`src/rtl/bsg_manycore_pkt_sched.sv`:
```
// Arbitrates a tile's single memory port between incoming network packets and local core
// requests, decodes store/config packets, returns credits and bounds core starvation.
module bsg_manycore_pkt_sched #(
  parameter int unsigned x_cord_width_p  = 2,
  parameter int unsigned y_cord_width_p  = 2,
  parameter int unsigned data_width_p    = 32,
  parameter int unsigned addr_width_p    = 10,
  parameter int unsigned max_streak_p    = 4,
  localparam int unsigned mask_width_lp   = data_width_p >> 3,
  localparam int unsigned packet_width_lp = 2 + mask_width_lp + addr_width_p + data_width_p
                                            + y_cord_width_p + x_cord_width_p
) (
  input  logic                       clk_i,
  input  logic                       reset_n_i,

  input  logic                       pkt_v_i,
  input  logic [packet_width_lp-1:0] pkt_i,
  output logic                       pkt_yumi_o,

  input  logic                       core_v_i,
  input  logic                       core_w_i,
  input  logic [addr_width_p-1:0]    core_addr_i,
  input  logic [data_width_p-1:0]    core_data_i,
  input  logic [mask_width_lp-1:0]   core_mask_i,
  output logic                       core_yumi_o,

  output logic                       mem_v_o,
  output logic                       mem_w_o,
  output logic [addr_width_p-1:0]    mem_addr_o,
  output logic [data_width_p-1:0]    mem_data_o,
  output logic [mask_width_lp-1:0]   mem_mask_o,
  output logic                       mem_remote_o,
  input  logic                       mem_yumi_i,

  output logic                       freeze_o,
  output logic                       credit_v_o,
  output logic                       error_o
);

  localparam int unsigned StreakW = $clog2(max_streak_p + 1);
  localparam logic [StreakW-1:0] MaxStreak = StreakW'(max_streak_p);

  localparam logic [1:0] OpStore  = 2'd1;
  localparam logic [1:0] OpConfig = 2'd2;

  typedef struct packed {
    logic [1:0]                op;
    logic [mask_width_lp-1:0]  op_ex;
    logic [addr_width_p-1:0]   addr;
    logic [data_width_p-1:0]   data;
    logic [y_cord_width_p-1:0] from_y;
    logic [x_cord_width_p-1:0] from_x;
  } pkt_t;

  typedef enum logic [0:0] {StIdle, StBusy} state_e;

  pkt_t pkt;
  assign pkt = pkt_i;

  // Source coordinates are not needed: credits go back on the dedicated credit_v_o wire.
  logic unused_src;
  assign unused_src = ^{pkt.from_y, pkt.from_x};

  state_e                    state_q, state_d;
  logic                      mem_w_q, mem_w_d;
  logic [addr_width_p-1:0]   mem_addr_q, mem_addr_d;
  logic [data_width_p-1:0]   mem_data_q, mem_data_d;
  logic [mask_width_lp-1:0]  mem_mask_q, mem_mask_d;
  logic                      mem_remote_q, mem_remote_d;
  logic                      freeze_q, freeze_d;
  logic                      error_q, error_d;
  logic                      cfg_credit_q, cfg_credit_d;
  logic [StreakW-1:0]        streak_q, streak_d;

  logic is_store, is_cfg;
  logic busy, slot_free, core_ok, core_starved;
  logic pkt_grant, core_grant;

  assign is_store = (pkt.op == OpStore);
  assign is_cfg   = (pkt.op == OpConfig) && (pkt.addr == '0);

  assign busy      = (state_q == StBusy);
  assign slot_free = ~busy | mem_yumi_i;
  assign core_ok   = core_v_i & ~freeze_q;

  // Core wins once the network has held the port for max_streak_p grants in a row.
  assign core_starved = core_ok & (streak_q == MaxStreak);

  assign pkt_grant  = slot_free & pkt_v_i & ~core_starved;
  assign core_grant = slot_free & ~pkt_grant & core_ok;

  always_comb begin
    state_d      = state_q;
    mem_w_d      = mem_w_q;
    mem_addr_d   = mem_addr_q;
    mem_data_d   = mem_data_q;
    mem_mask_d   = mem_mask_q;
    mem_remote_d = mem_remote_q;
    freeze_d     = freeze_q;
    error_d      = error_q;
    cfg_credit_d = 1'b0;
    streak_d     = streak_q;

    if (slot_free) begin
      state_d      = StIdle;
      mem_remote_d = 1'b0;
      if (pkt_grant) begin
        if (is_store) begin
          state_d      = StBusy;
          mem_w_d      = 1'b1;
          mem_addr_d   = pkt.addr;
          mem_data_d   = pkt.data;
          mem_mask_d   = pkt.op_ex;
          mem_remote_d = 1'b1;
        end else begin
          cfg_credit_d = 1'b1;
          if (is_cfg) begin
            freeze_d = pkt.data[0];
          end else begin
            error_d = 1'b1;
          end
        end
      end else if (core_grant) begin
        state_d      = StBusy;
        mem_w_d      = core_w_i;
        mem_addr_d   = core_addr_i;
        mem_data_d   = core_data_i;
        mem_mask_d   = core_mask_i;
        mem_remote_d = 1'b0;
      end
    end

    if (!core_v_i || core_grant) begin
      streak_d = '0;
    end else if (pkt_grant && is_store && core_ok && (streak_q != MaxStreak)) begin
      streak_d = streak_q + StreakW'(1);
    end
  end

  always_ff @(posedge clk_i or negedge reset_n_i) begin
    if (!reset_n_i) begin
      state_q      <= StIdle;
      mem_w_q      <= 1'b0;
      mem_addr_q   <= '0;
      mem_data_q   <= '0;
      mem_mask_q   <= '0;
      mem_remote_q <= 1'b0;
      freeze_q     <= 1'b1;
      error_q      <= 1'b0;
      cfg_credit_q <= 1'b0;
      streak_q     <= '0;
    end else begin
      state_q      <= state_d;
      mem_w_q      <= mem_w_d;
      mem_addr_q   <= mem_addr_d;
      mem_data_q   <= mem_data_d;
      mem_mask_q   <= mem_mask_d;
      mem_remote_q <= mem_remote_d;
      freeze_q     <= freeze_d;
      error_q      <= error_d;
      cfg_credit_q <= cfg_credit_d;
      streak_q     <= streak_d;
    end
  end

  assign pkt_yumi_o   = pkt_grant;
  assign core_yumi_o  = core_grant;
  assign mem_v_o      = busy;
  assign mem_w_o      = mem_w_q;
  assign mem_addr_o   = mem_addr_q;
  assign mem_data_o   = mem_data_q;
  assign mem_mask_o   = mem_mask_q;
  assign mem_remote_o = mem_remote_q;
  assign freeze_o     = freeze_q;
  assign error_o      = error_q;

  // A config consume leaves the port idle next cycle, so both terms never fire together.
  assign credit_v_o = (mem_yumi_i & mem_remote_q) | cfg_credit_q;

endmodule
```
`config.mk`:
```
export PLATFORM = sky130hd
export DESIGN_NAME = bsg_manycore_pkt_sched
export DESIGN_NICKNAME = d
export VERILOG_FILES = /design/src/rtl/bsg_manycore_pkt_sched.sv
export SDC_FILE = /design/constraint.sdc
export NUM_CORES = 1
export LEC_CHECK = 0
export BUFFER_PORTS_ARGS = -buffer_cell sky130_fd_sc_hd__buf_4
export CAP_MARGIN = 20
export CORE_MARGIN = 2
export CORE_UTILIZATION = 48
export DETAILED_ROUTE_END_ITERATION = 7
export GPL_ROUTABILITY_DRIVEN = 0
export PLACE_DENSITY = 0.85
export SLEW_MARGIN = 20
export SYNTH_ARGS = -nofsm -noshare
export SYNTH_HDL_FRONTEND = slang
export SYNTH_SLANG_ARGS = --single-unit
```
`constraint.sdc`:
```
create_clock -name clk_i -period 4.3 [get_ports clk_i]
set_input_delay 0.215 -clock clk_i [delete_from_list [all_inputs] [get_ports clk_i]]
set_output_delay 0.215 -clock clk_i [all_outputs]
set_load 0.1 [all_outputs]
```
==> reports/summary.txt <==
Slew HR = 52.4%
# placed instances = 457
Clk Latency, worst-skew pair = 300 ps
worst hold path type = primary input to register
clock transition at the registers of the reported paths = 100 ps
RSZ-0062 raised after global routing = no
Hold Violations, Final = 0
cell area after synthesis = 2810 um2
Mean Syn Cell Area = 11.2 um2
Syn. warnings = 0
die area = 6480 um2
Vias/cell = 5.41
die span in x = 80.5 um
Max Freq = 412 MHz
vias after detailed routing = 2520
crit path time final = 2430 ps
wire length per cell = 15.9 um
Main synth FF type = dfrtp_1
fraction of layout cells with a size suffix above 1 = 45.4%
CP Data Required Time = 4540 ps
Max-cap violations = 0
Netlist cell types = 37
initial antenna violation count = 0
CTS tree = built
Antenna Cells = 0
critical path arrival = 2660 ps
Worst Clk Skew = 11.2 ps
status = finished, final reports clean
# DRC = 0
multi-input logic area = 1280 um2
largest net degree at the start of global routing = 60
htree depth = 2
Seq cells post-synth = 55
clk buf depth = 2
TNS Setup = 0 ps
Routed Antenna Nets = 0
grt ovf = 0
FF+latch area = 1380 um2
Routed WL = 7390 um
router iterations before antenna repair = 5
Iteration-0 DRC Markers = 142
initial core utilization = 50.4%
Area growth, synth to finish = 45.3%
Num CTS Buffers = 5
Setup crit end kind = register
PortBufs = 153
Synth async-reset ratio = 100%
GR Util All Layers = 22.5%
worst-path fanout max = 51
Cells after Synth = 252
part of the Yosys area used for sequential elements = 49.0%
# setup viols final = 0
cts repair resizes = 0
Setup CP Type = register to register
Leakage = 0.00200 uW
final slew viol count = 0
worst slew pin tran = 714 ps
Period Utilization, post-route = 56.5%
highest-count cells in the layout ignoring fill and taps = 157 x buf_4, 54 x dfrtp_1, 43 x a21oi_1
CP startpoint kind = register
Die Y = 80.5 um
syn nets = 358
vias in the first global route = 2466
Final #Nets = 499
commonest non-fill, non-tap cell in the layout = buf_4
clk sinks = 55
PwrDens = 558 nW/um2
Final HPWL DP = 5610 um
CORE AREA = 5570 um2
Finished Layout Cells = 466
row count = 27
I/O pin count = 158
FILL cells = 436
EDFF count, synth = 0
first-pass GRT wire length = 11400 um
highest ir drop seen on vdd = 0.312 mV
Root Driver = clkbuf_8
Tot Pwr = 2280 uW
## critical path, stage by stage, from the launching register on
cell and delay [ps]:
dfrtp_1 420, nand2b_2 520, buf_4 520, nand4b_1 320, or3_1 390, a21oi_1 140
## area by class of cell
type,instances,area share [%]
clock inverters,3,1.65
inverters,4,0.368
flip-flops and latches,55,33.7
clock buffers,5,1.69
repair buffers,158,29.1
well taps,72,2.21
multi-input cells,169,31.2
## cell families (layout without fill, tap and decap cells)
group | count (synthesis) | in the layout | synth area share (%)
and+or+nand+nor | 21 | 21 | 4.36
muxes | 53 | 53 | 19.6
AOI/OAI and AO/OA | 92 | 92 | 19.5
adders and majority gates | 2 | 2 | 0.890
xor gates and xnor gates | 1 | 1 | 0.312
buffers and inverters | 28 | 170 | 6.32
DFF | 55 | 55 | 49.0
## final timing paths
check,end,slack (ps),cells past startpoint,from
worst max-delay path,streak_q[2]$_DFFE_PN0P_,1870,5,mem_v_o$_DFFE_PN0N_
max in group asynchronous,mem_data_o[23]$_DFFE_PN0P_,3360,2,reset_n_i
worst min-delay path,mem_w_o$_DFFE_PN0P_,140,3,core_w_i
min in group asynchronous,mem_data_o[2]$_DFFE_PN0P_,480,2,reset_n_i
worst max register to register,streak_q[2]$_DFFE_PN0P_,1870,5,mem_v_o$_DFFE_PN0N_
worst min register to register,error_o$_DFFE_PN0P_,480,1,error_o$_DFFE_PN0P_
## sequential cells by signal, summed over array words and instances, names as in the netlist
register / cells
cfg_credit_q: 1
error_o: 1
freeze_o: 1
mem_addr_o: 10
mem_data_o: 32
mem_mask_o: 4
mem_remote_o: 1
mem_v_o: 1
mem_w_o: 1
streak_q: 3
## stage by stage
| stage | setup WS [ps] | instance area (um2) | hold WS [ps] | utilization, % |
|---|---|---|---|---|
| after floorplan | 1510 | 2810 | -80.6 | - |
| after global placement | 2000 | 3940 | 303 | 70.6 |
| after detailed placement | 1880 | 3940 | 299 | 70.6 |
| after CTS | 1890 | 4080 | 133 | 73.3 |
| after global routing | 1700 | 4080 | 146 | 73.3 |
| final | 1870 | 4080 | 138 | 73.3 |
## timing repair
| item | CTS | global route |
|---|---|---|
| endpoints found under the setup margin | 0 | 0 |
| hold endpoints to repair | 54 | 0 |
| hold buffers | 1 | 0 |
| buffers inserted | 0 | 0 |
## power breakdown
part / switching (uW) / internal [uW] / leakage [uW]
Clock: 167 / 232 / 0.0000644
Sequential: 53.4 / 614 / 0.000620
Combinational: 933 / 279 / 0.00132
Total: 1150 / 1120 / 0.00200
## Yosys cell counts, types with 2 or more instances
library cell  instances  share of area, %
dfrtp_1              54                48
a21oi_1              43               7.7
mux2i_1              42                15
a31oi_1              41               9.1
buf_2                 9               1.6
clkbuf_1              8               1.1
mux2_2                5               2.0
nor2_1                5              0.67
mux2_1                4               1.6
buf_8                 3               1.6
inv_1                 3              0.40
nand2_1               3              0.40
a21o_1                2              0.53
and2b_1               2              0.53
ha_1                  2              0.89
mux2_4                2               1.1
nor3_1                2              0.36
nor4_1                2              0.45
o21ai_1               2              0.36
## layer usage
layer  track usage, %  share of wire (%)
met5                0                  0
met4             5.76               0.93
met3             5.17                8.7
met2             41.0                 51
met1             26.7                 39
(Power assumes the default switching activity.)
